==> src/rtl/fetch_unit.sv <==
// Instruction fetch stage: one bram read per cycle into a PC-tagged prefetch FIFO.
// Optional FETCH_STALL_CNT_EN adds o_stall_cycles (cycles in RUN with nothing to offer decode).
module fetch_unit #(
   parameter int                    ADDR_WIDTH = 32,
   parameter int                    DATA_WIDTH = 32,
   parameter int                    FIFO_DEPTH = 4,
   parameter logic [ADDR_WIDTH-1:0] RESET_PC   = '0
) (
   input  logic                          clk,
   input  logic                          rst,
   input  logic                          i_halt,
   input  logic                          i_redirect,
   input  logic [ADDR_WIDTH-1:0]         i_redirect_pc,
   output logic [ADDR_WIDTH-1:0]         o_mem_addr,
   output logic                          o_mem_write,
   input  logic [DATA_WIDTH-1:0]         i_mem_data,
   output logic [DATA_WIDTH-1:0]         o_instr,
   output logic [ADDR_WIDTH-1:0]         o_instr_pc,
   output logic                          o_valid,
   input  logic                          i_ready,
   output logic [$clog2(FIFO_DEPTH):0]   o_level
`ifdef FETCH_STALL_CNT_EN
   ,
   output logic [31:0]                   o_stall_cycles
`endif
);

   localparam int PW = $clog2(FIFO_DEPTH);
   localparam int CW = PW + 1;

   typedef enum logic {RUN, HALT} state_t;

   state_t                state, state_nxt;
   logic [ADDR_WIDTH-1:0] fpc;
   logic                  req_valid;
   logic [ADDR_WIDTH-1:0] req_pc;
   logic [CW-1:0]         count;
   logic [PW-1:0]         rd_ptr, wr_ptr;
   logic [DATA_WIDTH-1:0] fifo_data [FIFO_DEPTH];
   logic [ADDR_WIDTH-1:0] fifo_pc   [FIFO_DEPTH];

   logic issue, push, pop;
   logic [CW-1:0] occupancy;

   // Occupancy counts the in-flight read so issue can never overrun the FIFO.
   assign occupancy = count + CW'(req_valid);
   assign issue     = (state == RUN) && !i_redirect && (occupancy < CW'(FIFO_DEPTH));
   assign push      = req_valid && !i_redirect;
   assign pop       = o_valid && i_ready && !i_redirect;

   assign o_mem_write = 1'b0;
   assign o_valid     = (count != '0);
   assign o_level     = count;
   assign o_instr     = o_valid ? fifo_data[rd_ptr] : '0;
   assign o_instr_pc  = o_valid ? fifo_pc[rd_ptr]   : '0;

   always_ff @(posedge clk or posedge rst) begin
      if (rst) state <= RUN;
      else     state <= state_nxt;
   end

   always_comb begin
      state_nxt = state;
      case (state)
         RUN:     if (i_halt)  state_nxt = HALT;
         HALT:    if (!i_halt) state_nxt = RUN;
         default: state_nxt = RUN;
      endcase
   end

   always_ff @(posedge clk or posedge rst) begin
      if (rst) begin
         fpc        <= RESET_PC;
         o_mem_addr <= RESET_PC;
         req_valid  <= 1'b0;
         req_pc     <= '0;
      end else begin
         if (issue) begin
            o_mem_addr <= fpc;
            req_pc     <= fpc;
            req_valid  <= 1'b1;
            fpc        <= fpc + 1'b1;
         end else begin
            req_valid  <= 1'b0;
         end
         if (i_redirect) fpc <= i_redirect_pc;
      end
   end

   always_ff @(posedge clk or posedge rst) begin
      if (rst) begin
         count  <= '0;
         rd_ptr <= '0;
         wr_ptr <= '0;
      end else if (i_redirect) begin
         count  <= '0;
         rd_ptr <= '0;
         wr_ptr <= '0;
      end else begin
         if (push) wr_ptr <= wr_ptr + 1'b1;
         if (pop)  rd_ptr <= rd_ptr + 1'b1;
         case ({push, pop})
            2'b10:   count <= count + 1'b1;
            2'b01:   count <= count - 1'b1;
            default: count <= count;
         endcase
      end
   end

   // Storage needs no reset; count gates every read of it.
   always_ff @(posedge clk) begin
      if (push) begin
         fifo_data[wr_ptr] <= i_mem_data;
         fifo_pc[wr_ptr]   <= req_pc;
      end
   end

`ifdef FETCH_STALL_CNT_EN
   always_ff @(posedge clk or posedge rst) begin
      if (rst)
         o_stall_cycles <= '0;
      else if ((state == RUN) && !o_valid && !i_redirect && (o_stall_cycles != 32'hFFFF_FFFF))
         o_stall_cycles <= o_stall_cycles + 1'b1;
   end
`endif

endmodule

==> config.mk <==
export PLATFORM = sky130hd
export DESIGN_NAME = fetch_unit
export DESIGN_NICKNAME = d
export VERILOG_FILES = /design/src/rtl/fetch_unit.sv
export SDC_FILE = /design/constraint.sdc
export NUM_CORES = 1
export LEC_CHECK = 0
export CAP_MARGIN = 20
export CORE_MARGIN = 4
export CORE_UTILIZATION = 50
export CTS_BUF_LIST = sky130_fd_sc_hd__clkbuf_8
export DETAILED_ROUTE_END_ITERATION = 8
export PLACE_DENSITY = 0.72
export SLEW_MARGIN = 25
export SYNTH_ARGS = -nofsm -noshare
export SYNTH_HDL_FRONTEND = slang
export SYNTH_SLANG_ARGS = --single-unit
==> constraint.sdc <==
create_clock -name clk -period 3 [get_ports clk]
set_clock_uncertainty 0.05 [all_clocks]
set_input_delay 0.45 -clock clk [delete_from_list [all_inputs] [get_ports clk]]
set_output_delay 0.45 -clock clk [all_outputs]
set_load 0.02 [all_outputs]
# Yosys cells after proc, flatten, opt, wreduce, memory -nomap -nowiden

Memories as Yosys holds them, arrays and structs flattened.
Index checks and enable logic that the tools add are counted.

Memory bits (writable): 256
Bits in latches: 0
Memories kept: 2
Output and inout bits: 101
Register bits: 73
Input bits: 69
Memory bits (read-only): 0

Memory list:

| memory    | depth | width | read ports | clocked after Yosys merged registers in | write ports | RTL line | RTL |
|---|---|---|---|---|---|---|---|
| fifo_data | 4     | 32    | 1          | 0                                       | 1           | 39       | `logic [DATA_WIDTH-1:0] fifo_data [FIFO_DEPTH];` |
| fifo_pc   | 4     | 32    | 1          | 0                                       | 1           | 40       | `logic [ADDR_WIDTH-1:0] fifo_pc [FIFO_DEPTH];` |

Reductions and logical operators: 11
$mul: 0
Bitwise gates (word level): 1
Equal/unequal tests: 2
Add/subtract/negate cells: 6
Shift-type cells: 0
Order comparisons: 1
Div/mod/pow operators: 0
Muxes and demuxes: 14

Operators by type and width:

| cell                    | count |
|---|---|
| $mux W32                | 4 |
| $add A32 B1 Y32 const B | 1 |
| $mux W2                 | 4 |
| $pmux W3 S2             | 1 |
| $reduce_bool A2 Y1      | 3 |
| $reduce_bool A3 Y1      | 2 |
| $logic_and A1 B1 Y1     | 5 |
| $add A2 B1 Y2 const B   | 2 |
| $mux W1                 | 4 |
| $add A3 B1 Y3           | 1 |
| $add A3 B1 Y3 const B   | 1 |
| $lt A3 B3 Y1 const B    | 1 |
| $mux W3                 | 1 |
| $sub A3 B1 Y3 const B   | 1 |
| $eq A2 B1 Y1 const B    | 1 |
| $eq A2 B2 Y1 const B    | 1 |
| $logic_not A1 Y1        | 1 |
| $not A1 Y1              | 1 |

# Depth between registers and ports, before layout

Gate-level depths: netlist of run 1.

Depth after elaboration: 6
Gate-level depth with buffers: 10

# Least setup slack after synthesis of run 1

No wires, ideal clock.

Kind: input -> register
Start point: input i_redirect
End point: memory fifo_data[0][0], enable pin
Setup slack: 0.176 ns
Stages on the path: 3
Arrival: 2.345 ns
Path through: clkbuf_1 > nor2b_1 > and2_1

Word-level cells in the longest chain between the ends: 4

Ends and longest elaborated chain:

| element                       | RTL line | RTL |
|---|---|---|
| start: declaration            | 12       | `input logic i_redirect,` |
| $logic_not A1 Y1              | 48       | `assign push = req_valid && !i_redirect;` |
| $logic_and A1 B1 Y1           | 48       |  |
| $mux W1                       | 112      | `if (push) begin` |
| $mux W1 (not written as such) | 113      | `fifo_data[wr_ptr] <= i_mem_data;` |
| end: declaration              | 39       |  |

Every way passes these cells.

# Worst setup path in the final report of run 1

Start point: register rd_ptr[0]
End point: output o_instr_pc[15]

Word-level cells in the longest chain between the ends: 2

Ends and longest elaborated chain:

| element                  | RTL line | RTL |
|---|---|---|
| start: declaration       | 38       | `logic [PW-1:0] rd_ptr, wr_ptr;` |
| start signal: assignment | 101      | `if (pop) rd_ptr <= rd_ptr + 1'b1;` |
| $mem_v2 Z4 W32           | n/a      |  |
| $mux W32                 | 55       | `assign o_instr_pc = o_valid ? fifo_pc[rd_ptr] : '0;` |
| end: declaration         | 18       | `output logic [ADDR_WIDTH-1:0] o_instr_pc,` |

Every way passes these cells.

==> run_summary.xml, run 1 <==
<?xml version="1.0" encoding="UTF-8"?>
<metrics>
  <group name="sta">
    <metric name="worst_pin_slew" unit="ps">520.5</metric>
    <metric name="finalMaxSlewViolations" unit="">0</metric>
    <metric name="layout_setup_ws" unit="ps">150.3</metric>
    <metric name="min_period_over_period" unit="%">94.99</metric>
    <metric name="totalNegativeSetupSlack" unit="ps">0</metric>
    <metric name="fmaxAchievable" unit="MHz">350.9</metric>
    <metric name="endpoints_failing_setup" unit="">0</metric>
    <metric name="timing_hold_violations_final" unit="">0</metric>
    <metric name="grt_setup_unrepaired" unit="">false</metric>
    <metric name="layout_min_cycle_time" unit="ps">2850</metric>
    <metric name="relSlewSlack" unit="%">65.30</metric>
  </group>
  <group name="pwr">
    <metric name="power_density_cells" unit="mW/mm²">832.1</metric>
    <metric name="report.power.total" unit="mW">13.57</metric>
    <metric name="switching_part_of_the_total_power" unit="%">31.78</metric>
    <metric name="p_leak" unit="nW">6.031</metric>
    <metric name="p_seq_share" unit="%">43.4</metric>
    <metric name="power_switching" unit="mW">4.313</metric>
    <metric name="intPower" unit="mW">9.260</metric>
    <metric name="max-vdd-ir-drop" unit="mV">0.4935</metric>
    <metric name="clock_power_share" unit="%">24.9</metric>
    <metric name="power_frac_comb" unit="%">31.6</metric>
  </group>
  <group name="worst_setup_path">
    <metric name="cp-start-kind" unit="">register</metric>
    <metric name="cp_slowest_cell" unit="">sky130_fd_sc_hd__mux4_2</metric>
    <metric name="worst_ep_required_time" unit="ps">2500</metric>
    <metric name="timing.critical_path.slowest_cell_delay" unit="ps">580</metric>
    <metric name="setup.worst_path.start" unit="">rd_ptr[0]</metric>
    <metric name="critPathKind" unit="">reg -&gt; out</metric>
    <metric name="critical_path.reg2reg.startpoint" unit="">o_level[1]</metric>
    <metric name="worstPathMaxFanout" unit="">34</metric>
    <metric name="crit_path_end_kind" unit="">output pin</metric>
    <metric name="ff2ff_path_depth" unit="">8</metric>
    <metric name="critPathArrivalTime" unit="ps">2350</metric>
    <metric name="crit_chain" unit="">buf_16 -&gt; mux4_2 -&gt; and2_1 -&gt; dlygate4sd2_1</metric>
  </group>
  <group name="clocking">
    <metric name="h-tree-depth" unit="">2</metric>
    <metric name="clkLatencyLatePin" unit="ps">540</metric>
    <metric name="cts_tree" unit="">built</metric>
    <metric name="tritoncts_buffer_count" unit="">51</metric>
    <metric name="clockBufferDepth" unit="">3</metric>
    <metric name="ctsHoldBuffers" unit="">0</metric>
    <metric name="cts_root_buffer" unit="">sky130_fd_sc_hd__clkbuf_8</metric>
    <metric name="clock_transition_at_the_registers_of_the_reported_paths" unit="ps">60</metric>
    <metric name="cts_sinks" unit="">329</metric>
  </group>
  <group name="route">
    <metric name="detail_route.wirelength" unit="µm">26320</metric>
    <metric name="detail_route.iter0.violations" unit="">468</metric>
    <metric name="drc" unit="">0</metric>
    <metric name="route.detailed.wl_per_inst" unit="µm">19.05</metric>
    <metric name="routed-via-count" unit="">7388</metric>
    <metric name="via_per_inst" unit="">5.346</metric>
    <metric name="postRouteAntennaNets" unit="">0</metric>
    <metric name="drt_pass1_iterations" unit="">5</metric>
  </group>
  <group name="yosys">
    <metric name="synth_async_reset_ratio" unit="%">22.19</metric>
    <metric name="synthTopCellsByArea" unit="">sky130_fd_sc_hd__edfxtp_1, sky130_fd_sc_hd__dfrtp_1, sky130_fd_sc_hd__mux4_2, sky130_fd_sc_hd__nand2_1, sky130_fd_sc_hd__and2_1</metric>
    <metric name="synth_flop_cell" unit="">sky130_fd_sc_hd__edfxtp_1</metric>
    <metric name="yosysMostFrequentCell" unit="">sky130_fd_sc_hd__edfxtp_1</metric>
    <metric name="yosysWarnings" unit="">0</metric>
    <metric name="synth_cell_type_count" unit="">47</metric>
    <metric name="synth-edff-count" unit="">256</metric>
    <metric name="mappedNetlistNets" unit="">887</metric>
    <metric name="yosys.area.top_type" unit="">sky130_fd_sc_hd__edfxtp_1</metric>
    <metric name="synth.avg_cell_area" unit="µm²">16.33</metric>
    <metric name="post_synth_instance_area" unit="mm²">0.01326</metric>
    <metric name="syn-instance-count" unit="">812</metric>
    <metric name="top_post_synthesis_cells_by_count" unit="">sky130_fd_sc_hd__edfxtp_1, sky130_fd_sc_hd__nand2_1, sky130_fd_sc_hd__dfrtp_1, sky130_fd_sc_hd__and2_1, sky130_fd_sc_hd__mux4_2</metric>
    <metric name="synth_top_cell_area_share" unit="%">57.97</metric>
    <metric name="synth_seq_area_share" unit="%">71.75</metric>
    <metric name="synth.ff_latch_count" unit="">329</metric>
  </group>
  <group name="final_layout">
    <metric name="register_area" unit="mm²">0.009522</metric>
    <metric name="post_route_cells_drive_above_1_share" unit="%">15.38</metric>
    <metric name="layout.nets" unit="">1082</metric>
    <metric name="fill_cells" unit="">1946</metric>
    <metric name="antenna_cells" unit="">0</metric>
    <metric name="area_growth_syn_to_layout" unit="%">23.02</metric>
    <metric name="multiInputGateArea" unit="mm²">0.003502</metric>
  </group>
  <group name="global_route">
    <metric name="grt_first_pass_wirelength" unit="µm">41190</metric>
    <metric name="gr-usage-all-layers" unit="%">18.11</metric>
    <metric name="maximum_number_of_pins_on_one_net_before_global_route_repair" unit="">74</metric>
    <metric name="antenna_found_initial" unit="">0</metric>
    <metric name="grt_overflow" unit="">0</metric>
    <metric name="vias_in_the_first_global_route" unit="">7457</metric>
  </group>
  <group name="worst_hold_path">
    <metric name="holdCritPathClass" unit="">in -&gt; reg</metric>
    <metric name="worstHoldPathCells" unit="">2</metric>
    <metric name="hold_path.startpoint" unit="">i_redirect</metric>
  </group>
  <group name="job">
    <metric name="cap_violations" unit="">0</metric>
  </group>
  <group name="die">
    <metric name="initial_utilization" unit="%">50.89</metric>
    <metric name="rows" unit="">59</metric>
    <metric name="floorplan.die.height" unit="µm">170.9</metric>
    <metric name="die_area" unit="mm²">0.02919</metric>
    <metric name="die_w" unit="µm">170.9</metric>
    <metric name="boundaryPins" unit="">170</metric>
    <metric name="placeableCoreArea" unit="mm²">0.02606</metric>
  </group>
  <group name="status">
    <metric name="run_status" unit="">complete, no violations</metric>
  </group>
  <group name="place">
    <metric name="buffer_ports.inserted" unit="">168</metric>
    <metric name="finalWeightedCongestion" unit="">0.8101</metric>
    <metric name="pre_cts_ws" unit="ps">444.4</metric>
    <metric name="hpwlAfterDp" unit="µm">17030</metric>
  </group>
</metrics>
[layout by cell type (no fill, tap or decap), types with 2 or more instances in the layout]
cell type / synthesis / layout
sky130_fd_sc_hd__buf_12: 0 / 8
sky130_fd_sc_hd__xnor2_1: 25 / 25
sky130_fd_sc_hd__mux4_2: 64 / 64
sky130_fd_sc_hd__dfrtp_4: 0 / 2
sky130_fd_sc_hd__o21ai_0: 28 / 28
sky130_fd_sc_hd__dlygate4sd2_1: 0 / 64
sky130_fd_sc_hd__nand2_1: 124 / 124
sky130_fd_sc_hd__nor2b_1: 4 / 4
sky130_fd_sc_hd__dfrtp_1: 73 / 71
sky130_fd_sc_hd__clkdlybuf4s50_1: 0 / 103
sky130_fd_sc_hd__and4_1: 4 / 4
sky130_fd_sc_hd__and3_1: 3 / 3
sky130_fd_sc_hd__mux2_2: 2 / 2
sky130_fd_sc_hd__edfxtp_1: 256 / 256
sky130_fd_sc_hd__clkinv_1: 1 / 13
sky130_fd_sc_hd__nor4_1: 13 / 13
sky130_fd_sc_hd__inv_1: 10 / 33
sky130_fd_sc_hd__nor2_1: 17 / 17
sky130_fd_sc_hd__nor3_1: 9 / 9
sky130_fd_sc_hd__and2_1: 70 / 66
sky130_fd_sc_hd__and2_4: 0 / 4
sky130_fd_sc_hd__xor2_1: 7 / 7
sky130_fd_sc_hd__a221o_1: 2 / 2
sky130_fd_sc_hd__clkinv_2: 0 / 2
sky130_fd_sc_hd__mux2i_1: 4 / 4
sky130_fd_sc_hd__nand4_1: 8 / 8
sky130_fd_sc_hd__nand3_1: 13 / 13
sky130_fd_sc_hd__ha_1: 5 / 5
sky130_fd_sc_hd__buf_4: 1 / 12
sky130_fd_sc_hd__bufinv_16: 0 / 2
sky130_fd_sc_hd__clkbuf_8: 0 / 52
sky130_fd_sc_hd__or2_2: 2 / 2
[registers in the layout, indices dropped and copies added (netlist names), 2 cells and up]
name       flops
fifo_data    128
fifo_pc      128
fpc           32
o_level        3
rd_ptr         2
req_pc        32
wr_ptr         2
[cell families (layout without fill, tap and decap cells)]
group | Yosys count | in the layout | synth area share (%)
muxes | 71 | 71 | 11.45
other | 1 | 1 | 0.02828
AOI/OAI and AO/OA | 38 | 38 | 1.689
and+or+nand+nor | 275 | 275 | 10.43
DFF | 329 | 329 | 71.75
xor gates and xnor gates | 32 | 32 | 2.114
buffers and inverters | 60 | 295 | 1.925
adders and majority gates | 6 | 6 | 0.6228
[power groups by stage]
stage          logic (mW)  registers, mW  clock network (mW)
5_1_grt              4.66           5.96                3.71
4_1_cts              4.42           5.91                3.48
2_1_floorplan        2.57           6.01                   0
3_3_place_gp         4.68           5.97                   0
3_5_place_dp         4.72           6.00                   0
6_report             4.29           5.90                3.38
[repair_timing]
item / in CTS / in global routing
setup buffers: 1 / 0
setup endpoints to repair: 64 / 0
endpoints found under the hold margin: 0 / 0
gates resized for setup: 70 / 0
[through the flow]
stage,util (%),std cells,instance area [µm²],hold slack (ps)
after floorplan,-,812,13260,406.1
after global placement,59.20,1288,15430,440.3
after detailed placement,59.20,1288,15430,453.9
after CTS,62.60,1382,16310,179.8
after global routing,62.60,1382,16310,206.4
final,62.60,1382,16310,229.2
[final timing paths]
| kind | slack (ps) | to |
|---|---|---|
| min in group asynchronous | 240 | rd_ptr[0] |
| max in group asynchronous | 2280 | rd_ptr[1] |
| max reg2reg | 550 | o_level[2] |
| min | 230 | o_level[2] |
| min reg2reg | 460 | req_pc[26] |
| max | 150 | o_instr_pc[15] |
[final cells by class]
| type | count | share of cell area [%] |
|---|---|---|
| clock buffer | 52 | 4.387 |
| multi-input combinational | 423 | 21.47 |
| timing repair buffer | 191 | 11.65 |
| clock inverter | 41 | 1.304 |
| tap | 335 | 2.569 |
| inverter | 11 | 0.2531 |
| sequential | 329 | 58.37 |
[per-layer routing]
metal / share of wire (%) / vias to the layer above / global-route usage [%]
li1: - / 3426 / -
met1: 44 / 3681 / 26.25
met2: 48 / 235 / 28.73
met3: 6.2 / 46 / 3.743
met4: 1.9 / 0 / 4.616
met5: 0 / - / 0
[worst max-delay path: cells and delay by family (launching register included)]
family                 cells  cell delay (ps)
muxes                      1              580
buffers and inverters      2              570
DFF                        1              470
and+or+nand+nor            1              170
(Power assumes the default switching activity.)
==> inputs of run 2 (changes only) <==
--- a/config.mk
+++ b/config.mk
@@ -11,7 +11,6 @@
 export CTS_BUF_LIST = sky130_fd_sc_hd__clkbuf_8
 export DETAILED_ROUTE_END_ITERATION = 8
 export PLACE_DENSITY = 0.72
-export SLEW_MARGIN = 25
 export SYNTH_ARGS = -nofsm -noshare
 export SYNTH_HDL_FRONTEND = slang
 export SYNTH_SLANG_ARGS = --single-unit
==> results of run 2 <==
The final DEF is identical to that of run 1; final timing and power are the same.
